$ cat config.mk
export PLATFORM = sky130hd
export DESIGN_NAME = vedic_mac_pipe
export DESIGN_NICKNAME = d
export VERILOG_FILES = /design/src/rtl/vedic_pkg.sv /design/src/rtl/vedic_nxn.sv /design/src/rtl/vedic_mac_pipe.sv
export SDC_FILE = /design/constraint.sdc
export NUM_CORES = 1
export LEC_CHECK = 0
export CAP_MARGIN = 10
export CORE_UTILIZATION = 40
export CTS_BUF_LIST = sky130_fd_sc_hd__clkbuf_4
export DETAILED_ROUTE_END_ITERATION = 16
export SYNTH_ARGS = -nofsm -noshare
export SYNTH_HDL_FRONTEND = slang
export SYNTH_SLANG_ARGS = --single-unit
$ cat constraint.sdc
create_clock -name clk -period 11.24 [get_ports clk]
set_input_delay 2.248 -clock clk [delete_from_list [all_inputs] [get_ports clk]]
set_output_delay 2.248 -clock clk [all_outputs]
set_load 0.05 [all_outputs]
$ cat src/rtl/vedic_pkg.sv
// Shared constants and elaboration helpers for the Vedic multiply/MAC unit.
package vedic_pkg;

  localparam logic MODE_MUL = 1'b0;
  localparam logic MODE_MAC = 1'b1;

  localparam int unsigned DEFAULT_WIDTH = 8;

  // Four guard bits give headroom for sixteen full-scale accumulations.
  function automatic int unsigned acc_width_default(input int unsigned w);
    return 2 * w + 4;
  endfunction

  localparam int unsigned DEFAULT_ACC_WIDTH = acc_width_default(DEFAULT_WIDTH);

  // Operand width must split cleanly down to the 2x2 base case.
  function automatic bit params_legal(input int unsigned w, input int unsigned aw);
    return (w >= 2) && (w <= 16) && ((w & (w - 1)) == 0) && (aw >= 2 * w);
  endfunction

endpackage

$ cat src/rtl/vedic_nxn.sv
// Recursive combinational Vedic multiplier: four N/2 sub-products, shifted and summed,
// bottoming out in a gate-level 2x2 cell.
module vedic_nxn
  import vedic_pkg::*;
#(
  parameter int unsigned N = 4
) (
  input  logic [N-1:0]   a,
  input  logic [N-1:0]   b,
  output logic [2*N-1:0] p
);

  if (N == 1) begin : gen_base1
    assign p = {1'b0, a & b};
  end else if (N == 2) begin : gen_base2
    logic c1;
    assign p[0] = a[0] & b[0];
    assign p[1] = (a[1] & b[0]) ^ (a[0] & b[1]);
    assign c1   = (a[1] & b[0]) & (a[0] & b[1]);
    assign p[2] = (a[1] & b[1]) ^ c1;
    assign p[3] = (a[1] & b[1]) & c1;
  end else begin : gen_rec
    localparam int unsigned H = N / 2;
    logic [N-1:0] q0, q1, q2, q3;

    vedic_nxn #(.N(H)) u_ll (.a(a[H-1:0]), .b(b[H-1:0]), .p(q0));
    vedic_nxn #(.N(H)) u_hl (.a(a[N-1:H]), .b(b[H-1:0]), .p(q1));
    vedic_nxn #(.N(H)) u_lh (.a(a[H-1:0]), .b(b[N-1:H]), .p(q2));
    vedic_nxn #(.N(H)) u_hh (.a(a[N-1:H]), .b(b[N-1:H]), .p(q3));

    assign p = {{N{1'b0}}, q0}
             + {{H{1'b0}}, q1, {H{1'b0}}}
             + {{H{1'b0}}, q2, {H{1'b0}}}
             + {q3, {N{1'b0}}};
  end

endmodule

$ cat src/rtl/vedic_mac_pipe.sv
// Two-stage pipelined Vedic multiply / multiply-accumulate with valid/ready on both
// sides and a sticky accumulator overflow flag.
module vedic_mac_pipe
  import vedic_pkg::*;
#(
  parameter int unsigned WIDTH     = DEFAULT_WIDTH,
  parameter int unsigned ACC_WIDTH = acc_width_default(WIDTH)
) (
  input  logic                 clk,
  input  logic                 rst_n,
  input  logic                 ena,
  input  logic                 in_valid,
  output logic                 in_ready,
  input  logic [WIDTH-1:0]     a,
  input  logic [WIDTH-1:0]     b,
  input  logic                 mode,
  input  logic                 acc_clr,
  output logic                 out_valid,
  input  logic                 out_ready,
  output logic [ACC_WIDTH-1:0] result,
  output logic                 overflow
);

  localparam int unsigned H = WIDTH / 2;

  if (!params_legal(WIDTH, ACC_WIDTH)) begin : gen_bad_params
    $error("vedic_mac_pipe: WIDTH must be a power of two in 2..16 and ACC_WIDTH >= 2*WIDTH");
  end

  // Stage 1 state
  logic                  s1_valid_q, s1_mode_q, s1_clr_q;
  logic [3:0][WIDTH-1:0] pp_d, pp_q;

  // Stage 2 / architectural state
  logic                 out_valid_q, out_valid_d;
  logic [ACC_WIDTH-1:0] result_q, result_d;
  logic                 ovf_q, ovf_d;
  logic [ACC_WIDTH-1:0] acc_q, acc_d;
  logic                 sticky_q, sticky_d;

  logic                 adv;
  logic [2*WIDTH-1:0]   product;
  logic [ACC_WIDTH-1:0] product_ext;
  logic [ACC_WIDTH:0]   acc_sum;

  // S2 may load when the sink has taken (or never had) the current result.
  assign adv      = ena & (~out_valid_q | out_ready);
  assign in_ready = ena & (~s1_valid_q | adv);

  vedic_nxn #(.N(H)) u_pp0 (.a(a[H-1:0]),     .b(b[H-1:0]),     .p(pp_d[0]));
  vedic_nxn #(.N(H)) u_pp1 (.a(a[WIDTH-1:H]), .b(b[H-1:0]),     .p(pp_d[1]));
  vedic_nxn #(.N(H)) u_pp2 (.a(a[H-1:0]),     .b(b[WIDTH-1:H]), .p(pp_d[2]));
  vedic_nxn #(.N(H)) u_pp3 (.a(a[WIDTH-1:H]), .b(b[WIDTH-1:H]), .p(pp_d[3]));

  // Stage 1 register: partial products and control captured on accept.
  always_ff @(posedge clk or negedge rst_n) begin
    if (!rst_n) begin
      s1_valid_q <= 1'b0;
      s1_mode_q  <= MODE_MUL;
      s1_clr_q   <= 1'b0;
      pp_q       <= '0;
    end else if (in_ready) begin
      s1_valid_q <= in_valid;
      if (in_valid) begin
        s1_mode_q <= mode;
        s1_clr_q  <= acc_clr;
        pp_q      <= pp_d;
      end
    end
  end

  // Stage 2 datapath: recombine partial products and form the accumulate sum.
  always_comb begin
    product     = {{WIDTH{1'b0}}, pp_q[0]}
                + {{H{1'b0}}, pp_q[1], {H{1'b0}}}
                + {{H{1'b0}}, pp_q[2], {H{1'b0}}}
                + {pp_q[3], {WIDTH{1'b0}}};
    product_ext = ACC_WIDTH'(product);
    acc_sum     = {1'b0, acc_q} + {1'b0, product_ext};
  end

  // Stage 2 next-state: result, accumulator and sticky overflow update.
  always_comb begin
    out_valid_d = out_valid_q;
    result_d    = result_q;
    ovf_d       = ovf_q;
    acc_d       = acc_q;
    sticky_d    = sticky_q;
    if (adv) begin
      if (s1_valid_q) begin
        out_valid_d = 1'b1;
        if (s1_mode_q == MODE_MAC) begin
          if (s1_clr_q) begin
            acc_d    = product_ext;
            sticky_d = 1'b0;
          end else begin
            acc_d    = acc_sum[ACC_WIDTH-1:0];
            sticky_d = sticky_q | acc_sum[ACC_WIDTH];
          end
          result_d = acc_d;
          ovf_d    = sticky_d;
        end else begin
          // Plain multiply leaves the accumulator alone but still reports its flag.
          result_d = product_ext;
          ovf_d    = sticky_q;
        end
      end else if (out_ready) begin
        out_valid_d = 1'b0;
      end
    end
  end

  // Stage 2 register.
  always_ff @(posedge clk or negedge rst_n) begin
    if (!rst_n) begin
      out_valid_q <= 1'b0;
      result_q    <= '0;
      ovf_q       <= 1'b0;
      acc_q       <= '0;
      sticky_q    <= 1'b0;
    end else begin
      out_valid_q <= out_valid_d;
      result_q    <= result_d;
      ovf_q       <= ovf_d;
      acc_q       <= acc_d;
      sticky_q    <= sticky_d;
    end
  end

  assign out_valid = out_valid_q;
  assign result    = result_q;
  assign overflow  = ovf_q;

endmodule

==> results of run 1 <==
==> layer usage <==
| layer | track usage (%) | vias to the layer above |
|---|---|---|
| met1 | 23.0 | 2297 |
| met4 | 4.24 | 0 |
| met3 | 2.35 | 11 |
| li1 | - | 2437 |
| met2 | 29.9 | 69 |
| met5 | 0 | - |
==> cell families after synthesis <==
logic type / after synthesis / share of synthesized area (%)
AOI/OAI and AO/OA: 151 / 15.8
and+or+nand+nor: 204 / 15.6
xor gates and xnor gates: 42 / 5.66
adders and majority gates: 115 / 25.5
muxes: 23 / 3.89
buffers and inverters: 68 / 3.93
DFF: 77 / 29.7
==> final timing paths <==
check                           from         to  slack, ps
max reg2reg                  pp_q[5]  acc_q[19]       6730
max                        out_ready   in_ready       5160
max in group asynchronous      rst_n   pp_q[30]       8650
min reg2reg                result[1]  result[1]        490
min                        result[1]  result[1]        490
min in group asynchronous      rst_n   acc_q[8]       1980
==> worst max-delay path, cell delays in order <==
cell and delay, ps:
clkdlybuf4s50_1 470, nand2b_1 170, o21a_1 140, clkdlybuf4s50_1 800
==> area by class of cell <==
type,instances,area share (%)
clock buffers,10,1.02
inverters,51,2.61
multi-input cells,535,58.8
repair buffers,48,6.41
flip-flops and latches,77,26.3
well taps,216,3.68
clock inverters,6,1.19
==> state kept, by name, indices dropped and copies added, names as in the netlist <==
signal and count:
acc_q 20, out_valid 1, pp_q 32, result 20, s1_clr_q 1, s1_mode_q 1, s1_valid_q 1, sticky_q 1
==> power by group <==
part           total (mW)  internal, mW  switching (mW)
combinational        1.55         0.629           0.923
clock               0.192        0.0923           0.100
sequential          0.449         0.377          0.0718
==> cell usage in the layout (no fill, tap or decap), types with 4 or more instances in the layout <==
cell,Yosys,final
ha_1,86,86
nand2_1,82,82
dfrtp_1,77,77
and2_1,55,55
inv_1,51,51
clkdlybuf4s50_1,0,44
a21oi_1,37,37
o21ai_0,37,37
fa_1,29,29
xnor2_1,23,23
nor2_1,22,22
a21o_1,21,21
xor2_1,19,19
mux2_2,18,18
nand3_1,14,14
clkbuf_4,0,10
o21a_1,9,9
o211ai_1,6,6
nand2b_1,5,5
a31oi_1,5,5
a221o_1,5,5
mux2i_1,5,5
or3_1,4,4
nand3b_1,4,4
nor2b_1,4,4
a211oi_1,4,4
buf_4,0,4
==> per-stage QoR <==
step | cells | power (mW)
6_report | 943 | 2.19
5_1_grt | 943 | 2.41
4_1_cts | 943 | 2.20
3_5_place_dp | 927 | 2.00
3_3_place_gp | 927 | 1.97
2_1_floorplan | 680 | 1.66
==> results.cfg, run 1 <==
[run_status]
status = finished, final reports clean

[logic_synthesis]
synthTopCellsByCount = ha_1 (86), nand2_1 (82), dfrtp_1 (77), and2_1 (55), inv_1 (51)
synth_area_um2 = 6500
netlist_instances = 680
synth_async_sr_flop_share_pct = 100
synth.top_cell.area_share_pct = 29.7
synth_flop_cell = dfrtp_1
post_synth.cell_area_avg_um2 = 9.55
yosysUniqueCellTypes = 54
ys_warn_count = 0
synth-seq-area-share_pct = 29.7
synth_nets = 818
yosys.area.top_type = dfrtp_1
yosysMostFrequentCell = ha_1
synth_edf_count = 0
synth-seq-cells = 77
synth.area.top_cells = dfrtp_1 (30%), ha_1 (17%), fa_1 (8.9%)

[sta]
finClkSkew_ps = 16.5
rsz0062_at_grt = no
fin_ws_ps = 5160
slew-limit-headroom_pct = 35.0
final.period_utilization_pct = 54.1
finalSetupTns_ps = 0
timing.final.hold_violations = 0
clock.fmax_mhz = 164
tightest_slew_ps = 976
period_minus_slack_ps = 6080
hold_ws_ps = 490
setup_violations = 0
drv_slew = 0

[place]
dp_slack_ps = 5160
gp_congestion = 0.878
port-buffer-count = 45
dp_hpwl_mm = 10.5
placed_area_um2 = 7170

[finish]
fill_cells = 1554
stdcell_area_um2 = 7340
nets = 860
diodes = 0
register_area_um2 = 1930
multi_input_area_um2 = 4310
area_growth_pct = 12.9
fin_util_pct = 46.2
drive_above_1_share_pct = 6.74

[drt]
met2WireLength_mm = 6.31
drt-met1-wl_mm = 6.66
wl_per_cell_um = 14.3
final_antenna_net_count = 0
dr_wl_met3_um = 323
wl_mm = 13.5
top_layer = met4
drc = 0
drtIter0Drc = 249
via_per_inst = 5.10
vias = 4814
first_pass_iters = 5

[clock_tree]
ctsRootBufferMaster = clkbuf_4
cts_tree = yes
clock_latency_ps = 430
postCtsSetupRepairBufs = 0
cts-resized-gates = 0
cts-hold-fix-buffers = 0
clockBufferDepth = 2
cts.clk_slew.worst_paths_ps = 120
cts.sinks = 77
cts_buffers = 9
htree_num_levels = 3

[setup_path]
ff2ff_path_depth = 18
criticalPathCategory = in -> out
crit_fanout = 4
critPathLaunchType = input port
required_ps = 8990
critPathArrivalTime_ps = 3830
end_kind = primary output

[grt]
grt_max_degree = 78
grt_pass1_wl_mm = 23.0
antenna_found_initial = 0
grtUsageTotal_pct = 17.4
grt_pass1_vias = 4854
grt-ovfl-total = 0

[floorplanning]
num_io_pins = 46
dieHeight_um = 129
die_w_um = 129
core_um2 = 15900
num_rows = 46
dieArea_um2 = 16800
initial_utilization_pct = 40.9

[power]
p_leak_nw = 3.58
ir_drop_uv = 120
power_density_nw_per_um2 = 299

[hold_path]
worstHoldPathCells = 2
min-delay-path-class = reg -> reg

[run]
maxCapViolCount = 0
Power figures use the tool's default switching activity.
==> inputs of run 2 (changes only) <==
- clock period: 11.24 -> 6.35 ns (I/O delays scaled with it)
==> results.cfg, run 2 (synthesis gave the netlist of run 1 again) <==
[setup_path]
critical_path.max_stage_delay_ps = 540
path_buf_inv = 3
critPathLaunchType = input port
slowest_stage = clkdlybuf4s50_1
ff2ff_path_depth = 18
critPathArrivalTime_ps = 4970
criticalPathCategory = in -> reg
cpLargestDelayFamily = adder cells
end_kind = flip-flop
required_ps = 6680
regToRegSetupSlack_ps = 1760
crit_fanout = 8
crit_chain = clkdlybuf4s50_1, and2_1, ha_1, ha_1, ha_1, inv_1, fa_1, xor2_1, fa_1, inv_1, fa_1, a21o_1, a21oi_1, xor2_1, o21ai_0
r2r-end = acc_q[19]
reg2reg_from = pp_q[5]

[finish]
fill_cells = 1583
mostFrequentLayoutCells = ha_1 (86), nand2_1 (82), dfrtp_1 (77)
largest_reg_flops = 32
final_common_cell = ha_1
nets = 860
fin_util_pct = 46.1
stdcell_area_um2 = 7330
area_growth_pct = 12.8
regMostFlops = pp_q
drive_above_1_share_pct = 6.88

[floorplanning]
core_um2 = 15900
initial_utilization_pct = 40.9
dieArea_um2 = 16800
num_rows = 46
dieHeight_um = 129
num_io_pins = 46
die_w_um = 129

[drt]
final_antenna_net_count = 0
drtIter0Drc = 222
wl_mm = 13.6
first_pass_iters = 4
vias = 4831
via_per_inst = 5.12
drc = 0
wl_per_cell_um = 14.5

[sta]
drv_slew = 0
timing.final.hold_violations = 0
fin_ws_ps = 1710
tightest_slew_ps = 970
setup_violations = 0
clock.fmax_mhz = 215
finalSetupTns_ps = 0
rsz0062_at_grt = no
hold_ws_ps = 498
final.period_utilization_pct = 73.1
slew-limit-headroom_pct = 35.3
finClkSkew_ps = 21.6
period_minus_slack_ps = 4640

[power]
sw_frac_of_total_pct = 50.8
p_leak_nw = 3.57
power_density_nw_per_um2 = 528
clockPowerShare_pct = 8.3
intPower_mw = 1.90
p_switching_mw = 1.96
combPwrFrac_pct = 71.1
p_seq_share_pct = 20.6
ir_drop_uv = 311

[hold_path]
min-delay-path-class = reg -> reg
worstHoldStart = result[1]
worstHoldPathCells = 2
holdPathEnd = result[1]

[clock_tree]
cts-resized-gates = 0
cts_tree = yes
cts-hold-fix-buffers = 0
cts_buffers = 9
htree_num_levels = 3
cts.sinks = 77
ctsRootBufferMaster = clkbuf_4
postCtsSetupRepairBufs = 0
clock_latency_ps = 460
cts.clk_slew.worst_paths_ps = 140
clockBufferDepth = 2

[grt]
grt-ovfl-total = 0
grt_pass1_vias = 4870
antenna_found_initial = 1
grtUsageTotal_pct = 17.8
grt_pass1_wl_mm = 23.4
grt_max_degree = 78

[run]
maxCapViolCount = 0

[place]
dp_hpwl_mm = 10.6
gp_congestion = 0.867
port-buffer-count = 45
placed_area_um2 = 7170
dp_slack_ps = 1210

[run_status]
status = finished, final reports clean
run 2: area by class of cell:
cell class / instances / area [um^2] / share of cell area (%)
inverters: 51 / 191 / 2.61
multi-input cells: 535 / 4310 / 58.9
well taps: 216 / 270 / 3.69
clock inverters: 7 / 82.6 / 1.13
repair buffers: 48 / 470 / 6.42
clock buffers: 9 / 67.6 / 0.922
flip-flops and latches: 77 / 1930 / 26.3
diodes: 1 / 2.50 / 0.0342
run 2: how the worst max path moves through the flow:
stage	startpoint	to	slack (ps)	cells past startpoint
2_1_floorplan	a[1]	pp_q[23]	2030	14
3_3_place_gp	a[4]	pp_q[31]	1380	15
3_5_place_dp	a[0]	pp_q[23]	1210	15
4_1_cts	a[0]	pp_q[23]	1710	15
5_1_grt	pp_q[5]	acc_q[17]	1380	18
6_report	a[0]	pp_q[23]	1710	15
run 2: metal layers:
layer | global-route usage, % | up-vias | share of wire (%) | routed length [um]
li1 | - | 2451 | - | -
met2 | 30.4 | 74 | 48 | 6500
met5 | 0 | - | 0 | 0
met3 | 2.15 | 11 | 2.4 | 329
met1 | 23.7 | 2295 | 49 | 6660
met4 | 5.13 | 0 | 1.2 | 159
run 2: stage by stage:
step,cells,power [mW]
after global routing,944,4.25
after global placement,927,3.49
final,944,3.87
after detailed placement,927,3.54
after floorplan,680,2.94
after CTS,943,3.88
run 2: worst reg2reg max path: stages (launching register included):
cell and delay, ps:
dfrtp_1 370, inv_1 70, fa_1 530, inv_1 40, ha_1 220, fa_1 430
a211o_1 290, o211ai_1 140, nand2b_1 90, a21oi_1 190, xnor2_1 210, ha_1 380
a21oi_2 260, nand2_1 100, a221oi_2 290, o21ai_2 120, a221oi_2 370, nor2_1 130
o311ai_2 240
run 2: power by group through the flow:
stage                     Clock [mW]  Sequential, mW  Combinational, mW
final                          0.321           0.796               2.75
after global routing           0.359           0.821               3.07
after CTS                      0.332           0.799               2.75
after detailed placement           0           0.811               2.73
after global placement             0           0.802               2.69
after floorplan                    0           0.989               1.95
==> inputs of run 3 (changes only) <==
- clock period: 6.35 -> 4.4 ns (I/O delays scaled with it)
==> results.cfg, run 3 (synthesis gave the netlist of run 1 again) <==
[finish]
regMostFlops = pp_q
fin_util_pct = 48.3
mostFrequentLayoutCells = ha_1 (83), nand2_1 (82), dfrtp_1 (77)
area_growth_pct = 18.0
nets = 897
stdcell_area_um2 = 7670
register_area_um2 = 1930
final_common_cell = ha_1
multi_input_area_um2 = 4400
drive_above_1_share_pct = 13.0
diodes = 0
fill_cells = 1525
finalNonFillerCells = 979
largest_reg_flops = 32

[power]
combPwrFrac_pct = 73.4
ir_drop_uv = 385
p_seq_share_pct = 19.4
p_switching_mw = 2.94
p_leak_nw = 3.77
intPower_mw = 3.03
power_mw = 5.96
power_density_nw_per_um2 = 778
clockPowerShare_pct = 7.2
sw_frac_of_total_pct = 49.2

[run_status]
status = finished, final reports clean

[place]
dp_slack_ps = -229
placed_cells = 961
gp_congestion = 0.870
placed_area_um2 = 7430
dp_hpwl_mm = 11.1
port-buffer-count = 45

[sta]
finalSetupTns_ps = 0
period_minus_slack_ps = 4220
tightest_slew_ps = 1000
finClkSkew_ps = 21.4
hold_ws_ps = 492
fin_ws_ps = 182
final.period_utilization_pct = 95.9
clock.fmax_mhz = 237
timing.final.hold_violations = 0
drv_slew = 0
setup_violations = 0
slew-limit-headroom_pct = 33.1

[clock_tree]
cts_tree = yes
cts_buffers = 9
cts.sinks = 77
ctsRootBufferMaster = clkbuf_4
cts.clk_slew.worst_paths_ps = 130
htree_num_levels = 3
clock_latency_ps = 450
clockBufferDepth = 2

[setup_path]
crit_chain = inv_1, fa_1, inv_1, ha_1, fa_2, a211o_1, o211ai_1, nand2b_1, a21oi_2, xnor2_2, ha_2, a21oi_4, nand2_1, a221oi_2, o21ai_2, a221oi_4, nor2b_2, o311ai_2
crit_fanout = 6
criticalPathCategory = reg -> reg
regToRegSetupSlack_ps = 180
slowest_stage = fa_1
path_common_cell = inv_1
cpLargestDelayFamily = compound AO/OA/AOI/OAI gates
required_ps = 4750
path_buf_inv = 2
critical_path.max_stage_delay_ps = 530
critPathLaunchType = flip-flop
ff2ff_path_depth = 18
critPathArrivalTime_ps = 4570
cp.depth = 18
end_kind = flip-flop

[floorplanning]
core_um2 = 15900
dieHeight_um = 129
num_io_pins = 46
num_rows = 46
dieArea_um2 = 16800
die_w_um = 129
initial_utilization_pct = 40.9

[grt]
grt_max_degree = 78
grt_pass1_vias = 5138
grtUsageTotal_pct = 18.1
antenna_found_initial = 0
grt_pass1_wl_mm = 24.0
grt-ovfl-total = 0

[drt]
wl_per_cell_um = 14.4
vias = 4983
wl_mm = 14.1
drtIter0Drc = 222
first_pass_iters = 4
via_per_inst = 5.09
drc = 0
final_antenna_net_count = 0

[hold_path]
min-delay-path-class = reg -> reg
worstHoldPathCells = 2

[run]
maxCapViolCount = 0
## run 3: power groups by stage
stage	registers (mW)	clock network, mW	logic, mW
final	1.15	0.429	4.38
after floorplan	1.43	0	2.82
after global placement	1.16	0	4.05
after CTS	1.16	0.443	4.13
after global routing	1.19	0.476	4.86
after detailed placement	1.17	0	4.10
## run 3: worst paths after layout
kind,startpoint,to
min in group asynchronous,rst_n,result[1]
max,pp_q[5],acc_q[17]
max in group asynchronous,rst_n,result[7]
min,result[1],result[1]
max reg2reg,pp_q[5],acc_q[17]
min reg2reg,result[1],result[1]
## run 3: cell type report
class                           instances  area share, %
Multi-Input combinational cell        535           57.4
Sequential cell                        77           25.1
Timing Repair Buffer                   85           9.76
Tap cell                              216           3.53
Inverter                               51           2.50
Clock buffer                           10          0.979
Clock inverter                          5          0.685
## run 3: worst reg2reg max path, stage by stage (launching register included)
cell	delay (ps)
dfrtp_1	340
inv_1	70
fa_1	530
inv_1	40
ha_1	230
fa_2	350
a211o_1	260
o211ai_1	150
nand2b_1	130
a21oi_2	190
xnor2_2	140
ha_2	350
a21oi_4	180
nand2_1	80
a221oi_2	270
o21ai_2	130
a221oi_4	330
nor2b_2	90
o311ai_2	260
## run 3: timing repair
item | in CTS | in global routing
hold buffers | 0 | 0
resized for setup | 0 | 16
buffers inserted | 0 | 3
endpoints found under the setup margin | 0 | 12
## run 3: layer usage
metal | global-route usage, % | wire [um] | vias to the layer above
met5 | 0 | 0 | -
met4 | 5.61 | 187 | 0
met3 | 2.39 | 439 | 16
met2 | 31.4 | 6870 | 86
met1 | 23.5 | 6650 | 2370
li1 | - | - | 2511
